===== src/rtl/cnn_mac_pkg.sv =====
`default_nettype none
// ============================================================================
//  Module      : cnn_mac_pkg
//  Description : Shared widths, output limits and FSM encoding for the
//                conv MAC accumulator.
//  Revision    : 1.0 - initial release
// ============================================================================
package cnn_mac_pkg;

  localparam int PROD_W     = 22;
  localparam int OUT_W      = 14;
  localparam int FRAC_SHIFT = 8;
  localparam int ACC_W      = 32;

  localparam int OUT_MAX    = 8191;
  localparam int OUT_MIN    = -8192;

  typedef enum logic [1:0] {
    ST_IDLE  = 2'd0,
    ST_ACC   = 2'd1,
    ST_ROUND = 2'd2,
    ST_OUT   = 2'd3
  } state_t;

endpackage
`default_nettype wire


===== src/rtl/cnn_mac_round_sat.sv =====
`default_nettype none
// ============================================================================
//  Module      : cnn_mac_round_sat
//  Description : Accumulator to <14,6> conversion: round half up, saturate,
//                optional ReLU. Purely combinational.
//  Revision    : 1.0 - initial release
// ============================================================================
module cnn_mac_round_sat
  import cnn_mac_pkg::*;
#(
  parameter bit RELU_EN = 1'b1
) (
  input  logic [ACC_W-1:0] acc,
  output logic [OUT_W-1:0] data,
  output logic             sat
);

  localparam logic signed [ACC_W:0] c_half = (ACC_W+1)'(2 ** (FRAC_SHIFT - 1));
  localparam logic signed [ACC_W:0] c_max  = (ACC_W+1)'(OUT_MAX);
  localparam logic signed [ACC_W:0] c_min  = (ACC_W+1)'(OUT_MIN);

  // One guard bit so the rounding increment can never wrap the sum.
  logic signed [ACC_W:0] w_sum;
  logic signed [ACC_W:0] w_rnd;

  assign w_sum = {acc[ACC_W-1], acc} + c_half;
  assign w_rnd = w_sum >>> FRAC_SHIFT;

  always_comb begin
    data = w_rnd[OUT_W-1:0];
    sat  = 1'b0;
    if (w_rnd > c_max) begin
      data = c_max[OUT_W-1:0];
      sat  = 1'b1;
    end else if (w_rnd < c_min) begin
      data = c_min[OUT_W-1:0];
      sat  = 1'b1;
    end
    // Clipping preserves the sign, so the unclipped sign bit decides ReLU.
    if (RELU_EN && w_rnd[ACC_W]) begin
      data = '0;
    end
  end

endmodule
`default_nettype wire


===== src/rtl/cnn_mac_accum.sv =====
`default_nettype none
// ============================================================================
//  Module      : cnn_mac_accum
//  Description : Accumulates NUM_TERMS conv products onto a bias and emits one
//                rounded/saturated <14,6> pixel per window on valid/ready.
//  Revision    : 1.0 - initial release
// ============================================================================
module cnn_mac_accum
  import cnn_mac_pkg::*;
#(
  parameter int NUM_TERMS = 25,
  parameter bit RELU_EN   = 1'b1
) (
  input  logic              ap_clk,
  input  logic              ap_rst_n,
  input  logic              start,
  input  logic [OUT_W-1:0]  bias_in,
  input  logic              prod_valid,
  input  logic [PROD_W-1:0] prod_data,
  output logic              prod_ready,
  input  logic              out_ready,
  output logic              out_valid,
  output logic [OUT_W-1:0]  out_data,
  output logic              out_sat,
  output logic              busy
);

  localparam int                CNT_W  = (NUM_TERMS > 1) ? $clog2(NUM_TERMS) : 1;
  localparam logic [CNT_W-1:0]  c_last = CNT_W'(NUM_TERMS - 1);

  state_t             r_state;
  logic [ACC_W-1:0]   r_acc;
  logic [CNT_W-1:0]   r_cnt;

  logic [ACC_W-1:0]   w_bias_ext;
  logic [ACC_W-1:0]   w_bias_acc;
  logic [ACC_W-1:0]   w_prod_ext;
  logic [OUT_W-1:0]   w_rs_data;
  logic               w_rs_sat;

  assign w_bias_ext = {{(ACC_W-OUT_W){bias_in[OUT_W-1]}}, bias_in};
  assign w_bias_acc = w_bias_ext << FRAC_SHIFT;
  assign w_prod_ext = {{(ACC_W-PROD_W){prod_data[PROD_W-1]}}, prod_data};

  cnn_mac_round_sat #(
    .RELU_EN (RELU_EN)
  ) u_round_sat (
    .acc  (r_acc),
    .data (w_rs_data),
    .sat  (w_rs_sat)
  );

  always_ff @(posedge ap_clk or negedge ap_rst_n) begin
    if (!ap_rst_n) begin
      r_state    <= ST_IDLE;
      r_acc      <= '0;
      r_cnt      <= '0;
      prod_ready <= 1'b0;
      out_valid  <= 1'b0;
      out_data   <= '0;
      out_sat    <= 1'b0;
      busy       <= 1'b0;
    end else begin
      unique case (r_state)
        ST_IDLE: begin
          if (start) begin
            r_acc      <= w_bias_acc;
            r_cnt      <= '0;
            prod_ready <= 1'b1;
            busy       <= 1'b1;
            r_state    <= ST_ACC;
          end
        end
        ST_ACC: begin
          if (prod_valid && prod_ready) begin
            r_acc <= r_acc + w_prod_ext;
            r_cnt <= r_cnt + CNT_W'(1);
            if (r_cnt == c_last) begin
              prod_ready <= 1'b0;
              r_state    <= ST_ROUND;
            end
          end
        end
        ST_ROUND: begin
          out_data  <= w_rs_data;
          out_sat   <= w_rs_sat;
          out_valid <= 1'b1;
          r_state   <= ST_OUT;
        end
        ST_OUT: begin
          if (out_ready) begin
            out_valid <= 1'b0;
            busy      <= 1'b0;
            r_state   <= ST_IDLE;
          end
        end
        default: r_state <= ST_IDLE;
      endcase
    end
  end

endmodule
`default_nettype wire


===== config.mk =====
export PLATFORM = sky130hd
export DESIGN_NAME = cnn_mac_accum
export DESIGN_NICKNAME = d
export VERILOG_FILES = /design/src/rtl/cnn_mac_pkg.sv /design/src/rtl/cnn_mac_round_sat.sv /design/src/rtl/cnn_mac_accum.sv
export SDC_FILE = /design/constraint.sdc
export NUM_CORES = 1
export LEC_CHECK = 0
export CORE_MARGIN = 5
export CORE_UTILIZATION = 29
export DETAILED_ROUTE_END_ITERATION = 16
export DONT_BUFFER_PORTS = 1
export GPL_TIMING_DRIVEN = 0
export MAX_ROUTING_LAYER = met4
export PLACE_DENSITY = 0.52
export SYNTH_ARGS = -nofsm -noshare
export SYNTH_HDL_FRONTEND = slang
export SYNTH_SLANG_ARGS = --single-unit

===== constraint.sdc =====
create_clock -name ap_clk -period 3.4 [get_ports ap_clk]
set_input_delay 0.68 -clock ap_clk [delete_from_list [all_inputs] [get_ports ap_clk]]
set_output_delay 0.68 -clock ap_clk [all_outputs]
set_load 0.01 [all_outputs]

Yosys cells after proc, flatten, opt, wreduce, memory -nomap -nowiden

Index checks and enable logic that the tools add are counted.

Bits in registers: 57
Bits of input ports: 41
Logic and storage cells: 54

$add $sub $neg: 3
Order comparisons: 2
Equal/unequal tests: 8
Muxes and demuxes: 23
Reductions and logical operators: 10

Operators by type and width:

| cell                                                  | count |
|---|---|
| 2-to-1 mux 32 bit                                     | 2 |
| one-hot mux 32 bit (2 select lines)                   | 1 |
| 2-to-1 mux 14 bit                                     | 3 |
| adder 32 x 9 -> 33 bit (second input constant)        | 1 |
| adder 32 bit                                          | 1 |
| > comparator 25 x 14 -> 1 bit (second input constant) | 1 |
| < comparator 25 x 14 -> 1 bit (second input constant) | 1 |
| 2-to-1 mux 5 bit                                      | 2 |
| one-hot mux 5 bit (2 select lines)                    | 1 |
| 2-to-1 mux 2 bit                                      | 4 |
| inequality test 2 bit (second input constant)         | 4 |
| one-hot mux 2 bit (4 select lines)                    | 1 |
| AND reduction 4 bit                                   | 2 |
| 2-to-1 mux 1 bit                                      | 6 |
| one-hot mux 1 bit (2 select lines)                    | 3 |
| AND reduction 3 bit                                   | 2 |
| nonzero test 2 bit                                    | 3 |
| adder 5 x 1 -> 5 bit (second input constant)          | 1 |
| equality test 5 bit (second input constant)           | 1 |
| equality test 2 bit (second input constant)           | 2 |
| equality test 2 x 1 -> 1 bit (second input constant)  | 1 |
| logical NOT 2 bit                                     | 1 |
| AND reduction 2 bit                                   | 1 |
| logical AND 1 bit                                     | 1 |

Depth between registers and ports, before layout

Gate-level depths: netlist of the first run.

Word-level depth: 5
Mapped depth: 11
Depth with buffers taken out: 11

By module

Synthesis of the first run repeated with hierarchy kept, for this count alone.

Cell total of the unflattened synthesis: 528
Area total of the unflattened synthesis: 4672.0 um2

Modules (own cells, without submodules):

| module            | instances | cells an instance | area each (um2) |
|---|---|---|---|
| cnn_mac_accum     | 1         | 414               | 3922.5 |
| cnn_mac_round_sat | 1         | 114               | 749.5 |

Worst setup path after synthesis of the first run

No wires, ideal clock.

Path type: input port to flip-flop
Start point: input port prod_data[0]
End point: register r_acc[30]
Setup time: 133 ps
Arrival: 2861 ps
Setup slack: 406 ps
Stages: 11
Buffers on the path: 0
Cell sequence: ha_1 > fa_1 > a21o_1 > a21oi_1 > o21ai_0 > a21o_1 > o21a_1 > a21o_1 > a221oi_1 > xor2_1 > o21ai_0

Word-level cells in the longest chain between the ends: 3

Ends and longest elaborated chain:

| what                                | line                | source |
|---|---|---|
| from (decl)                         | cnn_mac_accum.sv:19 | `input logic [PROD_W-1:0] prod_data,` |
| adder 32 bit                        | cnn_mac_accum.sv:76 | `r_acc <= r_acc + w_prod_ext;` |
| 2-to-1 mux 32 bit                   | cnn_mac_accum.sv:75 | `if (prod_valid && prod_ready) begin` |
| one-hot mux 32 bit (2 select lines) | cnn_mac_accum.sv:64 | `unique case (r_state)` |
| to (signal assigned)                | cnn_mac_accum.sv:67 | `r_acc <= w_bias_acc;` |
| to (signal assigned)                | cnn_mac_accum.sv:76 |  |
| to (decl)                           | cnn_mac_accum.sv:32 | `logic [ACC_W-1:0] r_acc;` |

No other way between the ends. The select of a mux whose other input is x is not followed.
A chain may end at the register's enable or synchronous reset.

Worst setup path after layout of the first run

Start point: register r_acc[8]
End point: register r_acc[17]

Word-level cells in the longest chain between the ends: 3

Ends and longest elaborated chain:

| what                                | line |
|---|---|
| adder 32 bit                        | cnn_mac_accum.sv:76 |
| 2-to-1 mux 32 bit                   | cnn_mac_accum.sv:75 |
| one-hot mux 32 bit (2 select lines) | cnn_mac_accum.sv:64 |

No other way between the ends. The select of a mux whose other input is x is not followed.

==> results.md, run 1 <==
Timing:
- Dividing the final minimum period by the clock period gives ~92%.
- The setup skew after layout is 0.00652 ns.
- The total setup violations reported at the end of the flow is 0.
- The setup TNS is 0 ns.
- Timing would allow up to around 0.32 GHz.
- The normalized max-slew margin is between 50 and 60%.
- The total count of max-transition violations in the final report is 0.
- The measured slew at the worst slew-check pin is 0.645 ns.
- The number of hold violations in the final report was 0.
- The worst path in the final design needs a cycle of around 3.1 ns, including I/O delays and setup.
- Setup repair after global routing left no endpoint under its margin.

Worst setup path:
- The critical path data arrival time is between 3 and 4 ns.
- The worst setup path is launched from a register.
- Of all nets on the critical path, the largest fanout is 7.
- The critical path runs through a total of 11 cells.
- The delay of the slowest critical-path stage is between 0.4 and 0.5 ns.
- The cell count of the worst reg-to-reg path is 11.
- The critical path's slowest cell is sky130_fd_sc_hd__dfrtp_1.
- Traced cell by cell, the critical path runs through ha_1, buf_2, and4_1, nand3_1, a21o_1, a21boi_1, o21a_1, o21ai_1, a2111oi_1, mux2_2, o21ai_1.
- Broken down by cell family, the worst path's largest delay share belongs to compound AO/OA/AOI/OAI gates.
- For the worst setup path, the data required time is 3.65 ns.
- The category of the most critical setup path is register to register.
- The most common cell type on the critical path is sky130_fd_sc_hd__o21ai_1.
- Counting both buffers and inverters, the worst setup path holds a total of 1.
- The category of the worst setup path capture point is a register.

Die:
- The total I/O pin count is roughly 60.
- The region available for standard cell placement spans between 15000 and 20000 um^2.
- The die footprint is roughly 18000 um^2.
- In this run the vertical extent of the chip is approximately 140 um.
- The initial utilization of the core area, before any placement, comes to approximately 30%.
- The initialized floorplan defines 45 standard-cell rows.
- Measured along the x axis, the die boundary spans between 100 and 150 um.

Placement:
- The total placed cells including tap cells is 741.
- At the end of routability-driven placement, the weighted congestion stood at 0.863.
- The quantity of I/O buffers inserted on ports is 0.
- The wire-length estimate of the detail-placed layout is around 10000 um.

Global routing:
- Entering global routing, the biggest net connects 58 pins.
- Global routing consumed, on the met1 layer, approximately 20% of the routing resources.
- The first global-routing pass estimated between 20000 and 25000 um of wire.
- The busiest layer in global routing is met2.
- The number of global-route vias before repair is between 4000 and 5000.
- Global routing used approximately 16% of the available tracks across all layers.
- For this run the aggregate overflow at the end of global routing stands at 0.
- The number of antenna violations at the first check in global routing came to 0.
- For this run, global-route usage on met3 was measured as under 10%.
- For this run, global-route usage on met2 was measured as 24.0%.

Final layout:
- After filler insertion, the fill cell instance count of the layout stands at 1617.
- The total area of sequential cells is 1430 um^2.
- In the final design database the tool counted around 620 nets.
- The final antenna diode count is 0.
- Excluding fillers, the count of instances in the completed layout stands at around 760.
- In the final layout, the multi-input gates occupy just under 3000 um^2.
- In the final layout, the share of cells above drive strength 1 is 8.24%.
- The area growth from synthesis to layout is 12.5%.

Routing:
- The count of TritonRoute iterations in the first routing pass is 5.
- Summed over all layers, the routed wires come to 13500 um.
- The remaining antenna violation count after routing is 0.
- The number of DRC violations after detailed-routing iteration 0 is around 280.
- The count of unresolved DRC violations after routing is 0.
- The total vias in the final route is just over 4000.
- The routed wire length per instance is between 15 and 20 um.
- The via density per instance is 5.38.

Clock network:
- The maximum buffer depth of the clock tree is 2.
- The clock transition time at the flip-flop clock pins of the worst setup and hold paths is about 0.06 ns.
- In this run, post-CTS hold repair placed 0 buffers.
- The CTS sink count is 57.
- The CTS tree is done.
- The cell chosen for the clock root is sky130_fd_sc_hd__clkbuf_16.
- The number of instances resized during post-cts repair is 0.
- The number of setup buffers added after CTS is 0.
- The source-to-sink clock delay at the later pin of the worst-skew pair is around 0.33 ns.
- The total clock buffers created by CTS is 9.
- The H-tree generated during clock tree synthesis spans 3 levels.

Power and ir drop:
- For this design the static power due to leakage is 2.16 nW.
- Dividing total power by cell area gives a power density of between 900 and 1000 nW/um^2.
- The total power of the final layout is between 5 and 6 mW.
- VDD sags by at most approximately 250 uV.

Yosys:
- Of the post-synthesis cell area, the dominant cell type holds ~31%.
- The largest total area in the synthesized netlist belongs to sky130_fd_sc_hd__dfrtp_1.
- After synthesis the cells add up to 4560 um^2.
- Counting flops with an async set or reset pin after synthesis yields a share of 100%.
- The average instance in the mapped netlist occupies approximately 8.6 um^2.
- The count of different cell masters after synthesis is 70.
- The count of warnings emitted by yosys is 0.
- The count of mapped cells out of synthesis is 530.
- The net count of the mapped netlist is between 600 and 700.
- The sequential area share after synthesis is about 31%.
- Sorting the synthesized cells by area gives the leading types as sky130_fd_sc_hd__dfrtp_1, sky130_fd_sc_hd__ha_1, sky130_fd_sc_hd__o21ai_0, sky130_fd_sc_hd__a21oi_1, sky130_fd_sc_hd__xor2_1.
- The synthesis-stage register bit count is 57.
- The count of flip-flops with a built-in enable after synthesis is 0.
- Among all flip-flop cells after synthesis, the most frequent one is sky130_fd_sc_hd__dfrtp_1.

Min path:
- The path type of the worst min-delay path is input pin to async pin.

Flow run:
- The number of max-cap violations is 0.

Run status:
- The run finished with clean final reports.
-- state kept, by name (all words and copies together) (netlist names) --
| signal | cells |
|---|---|
| out_valid | 1 |
| out_sat | 1 |
| busy | 1 |
| r_acc | 32 |
| prod_ready | 1 |
| out_data | 14 |
| r_cnt | 5 |
| r_state | 2 |
-- layout by cell type, fill, tap and decap left out, types with 5 or more instances in the layout --
cell / count
sky130_fd_sc_hd__nor2_1: 34
sky130_fd_sc_hd__a31oi_1: 6
sky130_fd_sc_hd__a21oi_1: 46
sky130_fd_sc_hd__nor3_1: 9
sky130_fd_sc_hd__o21bai_1: 5
sky130_fd_sc_hd__nand2_1: 44
sky130_fd_sc_hd__ha_1: 38
sky130_fd_sc_hd__nand2b_1: 5
sky130_fd_sc_hd__nand4_1: 8
sky130_fd_sc_hd__clkbuf_16: 9
sky130_fd_sc_hd__dfrtp_1: 57
sky130_fd_sc_hd__clkbuf_1: 16
sky130_fd_sc_hd__xor2_1: 19
sky130_fd_sc_hd__xnor2_1: 18
sky130_fd_sc_hd__a22oi_1: 11
sky130_fd_sc_hd__a21oi_2: 9
sky130_fd_sc_hd__and4_1: 6
sky130_fd_sc_hd__a21o_1: 15
sky130_fd_sc_hd__nand3_1: 14
sky130_fd_sc_hd__o21a_1: 6
sky130_fd_sc_hd__nor2b_1: 6
sky130_fd_sc_hd__inv_1: 21
sky130_fd_sc_hd__o21ai_0: 52
-- cells by family after synthesis --
| logic type | after synthesis | synth area share [%] |
|---|---|---|
| simple gates | 159 | 19.2 |
| flops | 57 | 31.3 |
| buf+inv | 42 | 3.79 |
| fa+ha+maj | 39 | 10.9 |
| mux | 4 | 0.933 |
| compound gates | 192 | 26.8 |
| xor+xnor | 37 | 7.11 |
-- Yosys cell counts, drive strengths merged, types with 11 or more instances --
cell type and n:
clkbuf 17, o21ai 56, ha 38, nor3 12, a21oi 55, nand2 46, xor2 19, inv 21
a22oi 11, nor2 35, nand3 15, a21o 15, dfrtp 57, xnor2 18
-- routing by layer --
metal  share of wire (%)  routed length [um]  vias to the layer above
met4                 1.6                 209                        0
met2                  45                6070                       81
li1                    -                   -                     2000
met1                  47                6350                     1974
met3                 6.3                 851                       16
met5                   0                   0                        -
-- stage by stage --
| stage | util, % | setup slack [ns] | hold slack (ns) | instance area [um^2] |
|---|---|---|---|---|
| 2_1_floorplan | - | 0.406 | 0.384 | 4560 |
| 3_3_place_gp | 31.5 | 0.134 | 0.386 | 4820 |
| 3_5_place_dp | 31.5 | 0.0975 | 0.386 | 4820 |
| 4_1_cts | 33.5 | 0.328 | 0.0281 | 5130 |
| 5_1_grt | 33.5 | 0.100 | 0.0174 | 5130 |
| 6_report | 33.5 | 0.282 | 0.0399 | 5130 |
-- power by group --
group	switching [mW]	internal (mW)
registers	0.441	0.988
logic	1.62	1.11
clock network	0.356	0.588
total	2.42	2.69
-- final timing paths --
path                            startpoint      endpoint  slack, ns
worst min register to register    r_acc[6]      r_acc[6]       0.49
worst max-delay path              r_acc[8]     r_acc[17]       0.28
worst min-delay path              ap_rst_n      r_acc[4]       0.04
min in group ap_clk              out_ready     out_valid       0.45
worst max register to register    r_acc[8]     r_acc[17]       0.28
max in group asynchronous         ap_rst_n  out_data[11]       3.20
-- area by class of cell --
| class | instances | share of cell area (%) |
|---|---|---|
| plain buffers | 21 | 1.83 |
| well taps | 211 | 5.15 |
| flip-flops and latches | 57 | 27.8 |
| multi-input cells | 431 | 57.7 |
| inverters | 21 | 1.54 |
| clock buffers | 10 | 4.66 |
| clock inverters | 6 | 1.32 |
No activity file was read; power rests on OpenSTA's default activity.
==> run 2: changes to the inputs <==
--- a/config.mk
+++ b/config.mk
@@ -14,2 +14,3 @@
 export PLACE_DENSITY = 0.52
+export SLEW_MARGIN = 30
 export SYNTH_ARGS = -nofsm -noshare
--- a/constraint.sdc
+++ b/constraint.sdc
@@ -3,2 +3,2 @@
 set_output_delay 0.68 -clock ap_clk [all_outputs]
-set_load 0.01 [all_outputs]
+set_load 0.005 [all_outputs]
==> results of run 2 <==
The final DEF is identical to that of run 1. Status: finished, final reports clean.
Main changes from that run: total power 5.11 mW -> 5.08 mW
==> run 3: changes to the inputs <==
Settings changed: CORE_MARGIN 5 to unset.
==> results.md, run 3 (synthesis gave the netlist of run 1 again) <==
Power and ir drop:
- The total power of the final layout is between 5 and 6 mW.
- The total power density per cell area is 995 nW/um^2.
- The leakage power came to 2.16 nW (+0.27%).
- The worst voltage drop across the vdd grid is roughly 310 uV.

Worst setup path:
- The category of the most critical setup path is register to register.
- The highest fanout seen on the critical path is 7 (unchanged).
- In this run the critical register-to-register path is captured at r_acc[17].
- The setup slack of the most critical reg-to-reg path is 0.29 ns (about the same).
- The worst setup path is launched from a register.
- The critical path data arrival time is 3.37 ns (about the same).
- The category of the worst setup path capture point is a register.
- The startpoint identified for the worst register-to-register timing path is r_acc[8].
- The cell count of the worst reg-to-reg path was 11 (unchanged).
- The required time reported for the critical path endpoint is 3.66 ns (about the same).

Timing:
- The period utilization was 91.4% (-0.31 points).
- The number of hold violations in the final report came to 0 (unchanged).
- The setup skew after layout came to 0.00849 ns (+0.00198 ns).
- The measured slew at the worst slew-check pin is 0.732 ns (+0.0877 ns).
- The top achievable clock speed is 0.322 GHz (+0.34%).
- The setup TNS is 0 ns (unchanged).
- The post-route minimum period is 3.11 ns (-0.0106 ns).
- The total count of max-transition violations in the final report is 0 (unchanged).
- The normalized max-slew margin is 50.8% (-5.9 points).
- Setup repair after global routing left no endpoint under its margin.
- The total setup violations reported at the end of the flow is 0 (unchanged).

Die:
- The total I/O pin count is 59 (unchanged).
- The initial cell density of the core came to 29.9% (+0.11 points).
- The area of the core is 15300 um^2 (-0.37%).
- The vertical die dimension is 127 um (-5.9%).
- The die footprint is 16200 um^2 (-11%).
- The width of the die is 127 um (-5.9%).
- The count of standard-cell rows is 45 (unchanged).

Final layout:
- From synthesis to final layout, the design area changed by 12.8%.
- The largest registers in the layout are r_acc (32), out_data (14), r_cnt (5).
- The most common cell after layout, fill and taps aside is sky130_fd_sc_hd__dfrtp_1.
- The number of filler instances in the final layout is 1605 (-0.74%).
- The number of nets in the final layout was 621 (unchanged).
- Ranked by flip-flop count, first place goes to r_acc.
- The number of flip-flops under the largest register name is 32 (unchanged).
- The post-layout instance count excluding filler cells is 757 (unchanged).
- In the layout the commonest cells are sky130_fd_sc_hd__dfrtp_1, sky130_fd_sc_hd__o21ai_0, sky130_fd_sc_hd__a21oi_1, sky130_fd_sc_hd__nand2_1, sky130_fd_sc_hd__ha_1.
- The share of final-layout standard cells stronger than drive strength 1 came to 8.07% (-0.17 points).

Routing:
- The count of TritonRoute iterations in the first routing pass is 4 (-1).
- The via density per instance is 5.32 (-1.1%).
- The final wirelength is 13100 um (-3.0%).
- The remaining antenna violation count after routing is 0 (unchanged).
- The routed wire length per instance is 17.3 um (-3.0%).
- The total vias in the final route is 4025 (-1.1%).
- The number of DRC violations after detailed-routing iteration 0 is 219 (-22%).
- The count of unresolved DRC violations after routing is 0 (unchanged).

Clock network:
- The source-to-sink clock delay at the later pin of the worst-skew pair came to 0.34 ns (about the same).
- The clock transition time at the flip-flop clock pins of the worst setup and hold paths is 0.06 ns (about the same).
- The maximum buffer depth of the clock tree is 2 (unchanged).
- The total clock buffers created by CTS is 9 (unchanged).
- The cell chosen for the clock root is sky130_fd_sc_hd__clkbuf_16.
- The CTS sink count is 57 (unchanged).
- The deepest level of the CTS H-tree was 3 (unchanged).
- The number of buffers inserted by hold repair at cts was 0 (unchanged).
- The number of setup buffers added after CTS was 0 (unchanged).
- The number of instances resized during post-cts repair is 0 (unchanged).
- TritonCTS built the clock tree.

Placement:
- The total placed cells including tap cells is 741 (unchanged).
- The placer's final routability congestion estimate is 0.877 (+1.7%).
- The placed wire-length estimate is 9970 um (-3.5%).
- The quantity of I/O buffers inserted on ports was 0 (unchanged).

Global routing:
- The overall global routing resource usage is 17.6% (+2.0 points).
- The first-pass GRT wire length is 21300 um (-3.0%).
- The maximum number of pins on one net before global-route repair is 58 (unchanged).
- The total congestion overflow was 0 (unchanged).
- The number of antenna violations at the first check in global routing is 1 (+1).
- The number of global-route vias before repair was 4025 (-0.96%).

Run status:
- The run finished with clean final reports.

Flow run:
- The number of max-cap violations is 0 (unchanged).

Min path:
- The min-delay analysis places its worst path in the category input pin to async pin.
run 3: layer usage:
metal | GRT usage, % | part of all wire (%)
met3 | 5.19 | 5.7
met2 | 27.5 | 46
met1 | 21.9 | 47
met4 | 5.32 | 1.4
met5 | - | 0
run 3: per-stage QoR:
step	util (%)	cell area, um^2	worst slack [ns]	hold WS [ns]
3_3_place_gp	31.6	4820	0.0966	0.386
5_1_grt	33.7	5140	0.0877	0.0179
6_report	33.7	5140	0.293	0.0338
2_1_floorplan	-	4560	0.406	0.384
3_5_place_dp	31.6	4820	0.102	0.386
4_1_cts	33.7	5140	0.327	0.0242
run 3: worst max-delay path by stage:
stage	startpoint	endpoint	slack (ns)
after floorplan	prod_data[0]	r_acc[30]	0.41
after global placement	prod_data[0]	r_acc[30]	0.1
after detailed placement	prod_data[0]	r_acc[30]	0.10
after CTS	r_acc[8]	r_acc[17]	0.33
after global routing	r_acc[8]	r_acc[17]	0.09
final	r_acc[8]	r_acc[17]	0.29
run 3: worst max-delay path, stage by stage, from the launching register on:
cell and delay, ns:
sky130_fd_sc_hd__dfrtp_1 0.47, sky130_fd_sc_hd__ha_1 0.31, sky130_fd_sc_hd__buf_2 0.17, sky130_fd_sc_hd__and4_1 0.23, sky130_fd_sc_hd__nand3_1 0.08, sky130_fd_sc_hd__a21o_1 0.18, sky130_fd_sc_hd__a21boi_1 0.39, sky130_fd_sc_hd__o21a_1 0.19
sky130_fd_sc_hd__o21ai_1 0.09, sky130_fd_sc_hd__a2111oi_1 0.40, sky130_fd_sc_hd__mux2_2 0.38, sky130_fd_sc_hd__o21ai_1 0.12
run 3: final cells by class:
type                       count  area, um^2  share of cell area [%]
buffer                        21        93.8                    1.82
clock inverter                 5        80.1                    1.56
sequential                    57        1430                    27.7
inverter                      21        78.8                    1.53
multi-input combinational    431        2960                    57.5
clock buffer                  10         239                    4.65
tap                          211         264                    5.13
antenna                        1        2.50                  0.0486
run 3: where the power goes:
part	internal [mW]	leakage (nW)	switching (mW)
Clock	0.656	0.151	0.338
Combinational	1.11	1.33	1.62
Sequential	0.989	0.680	0.406
Total	2.76	2.16	2.36
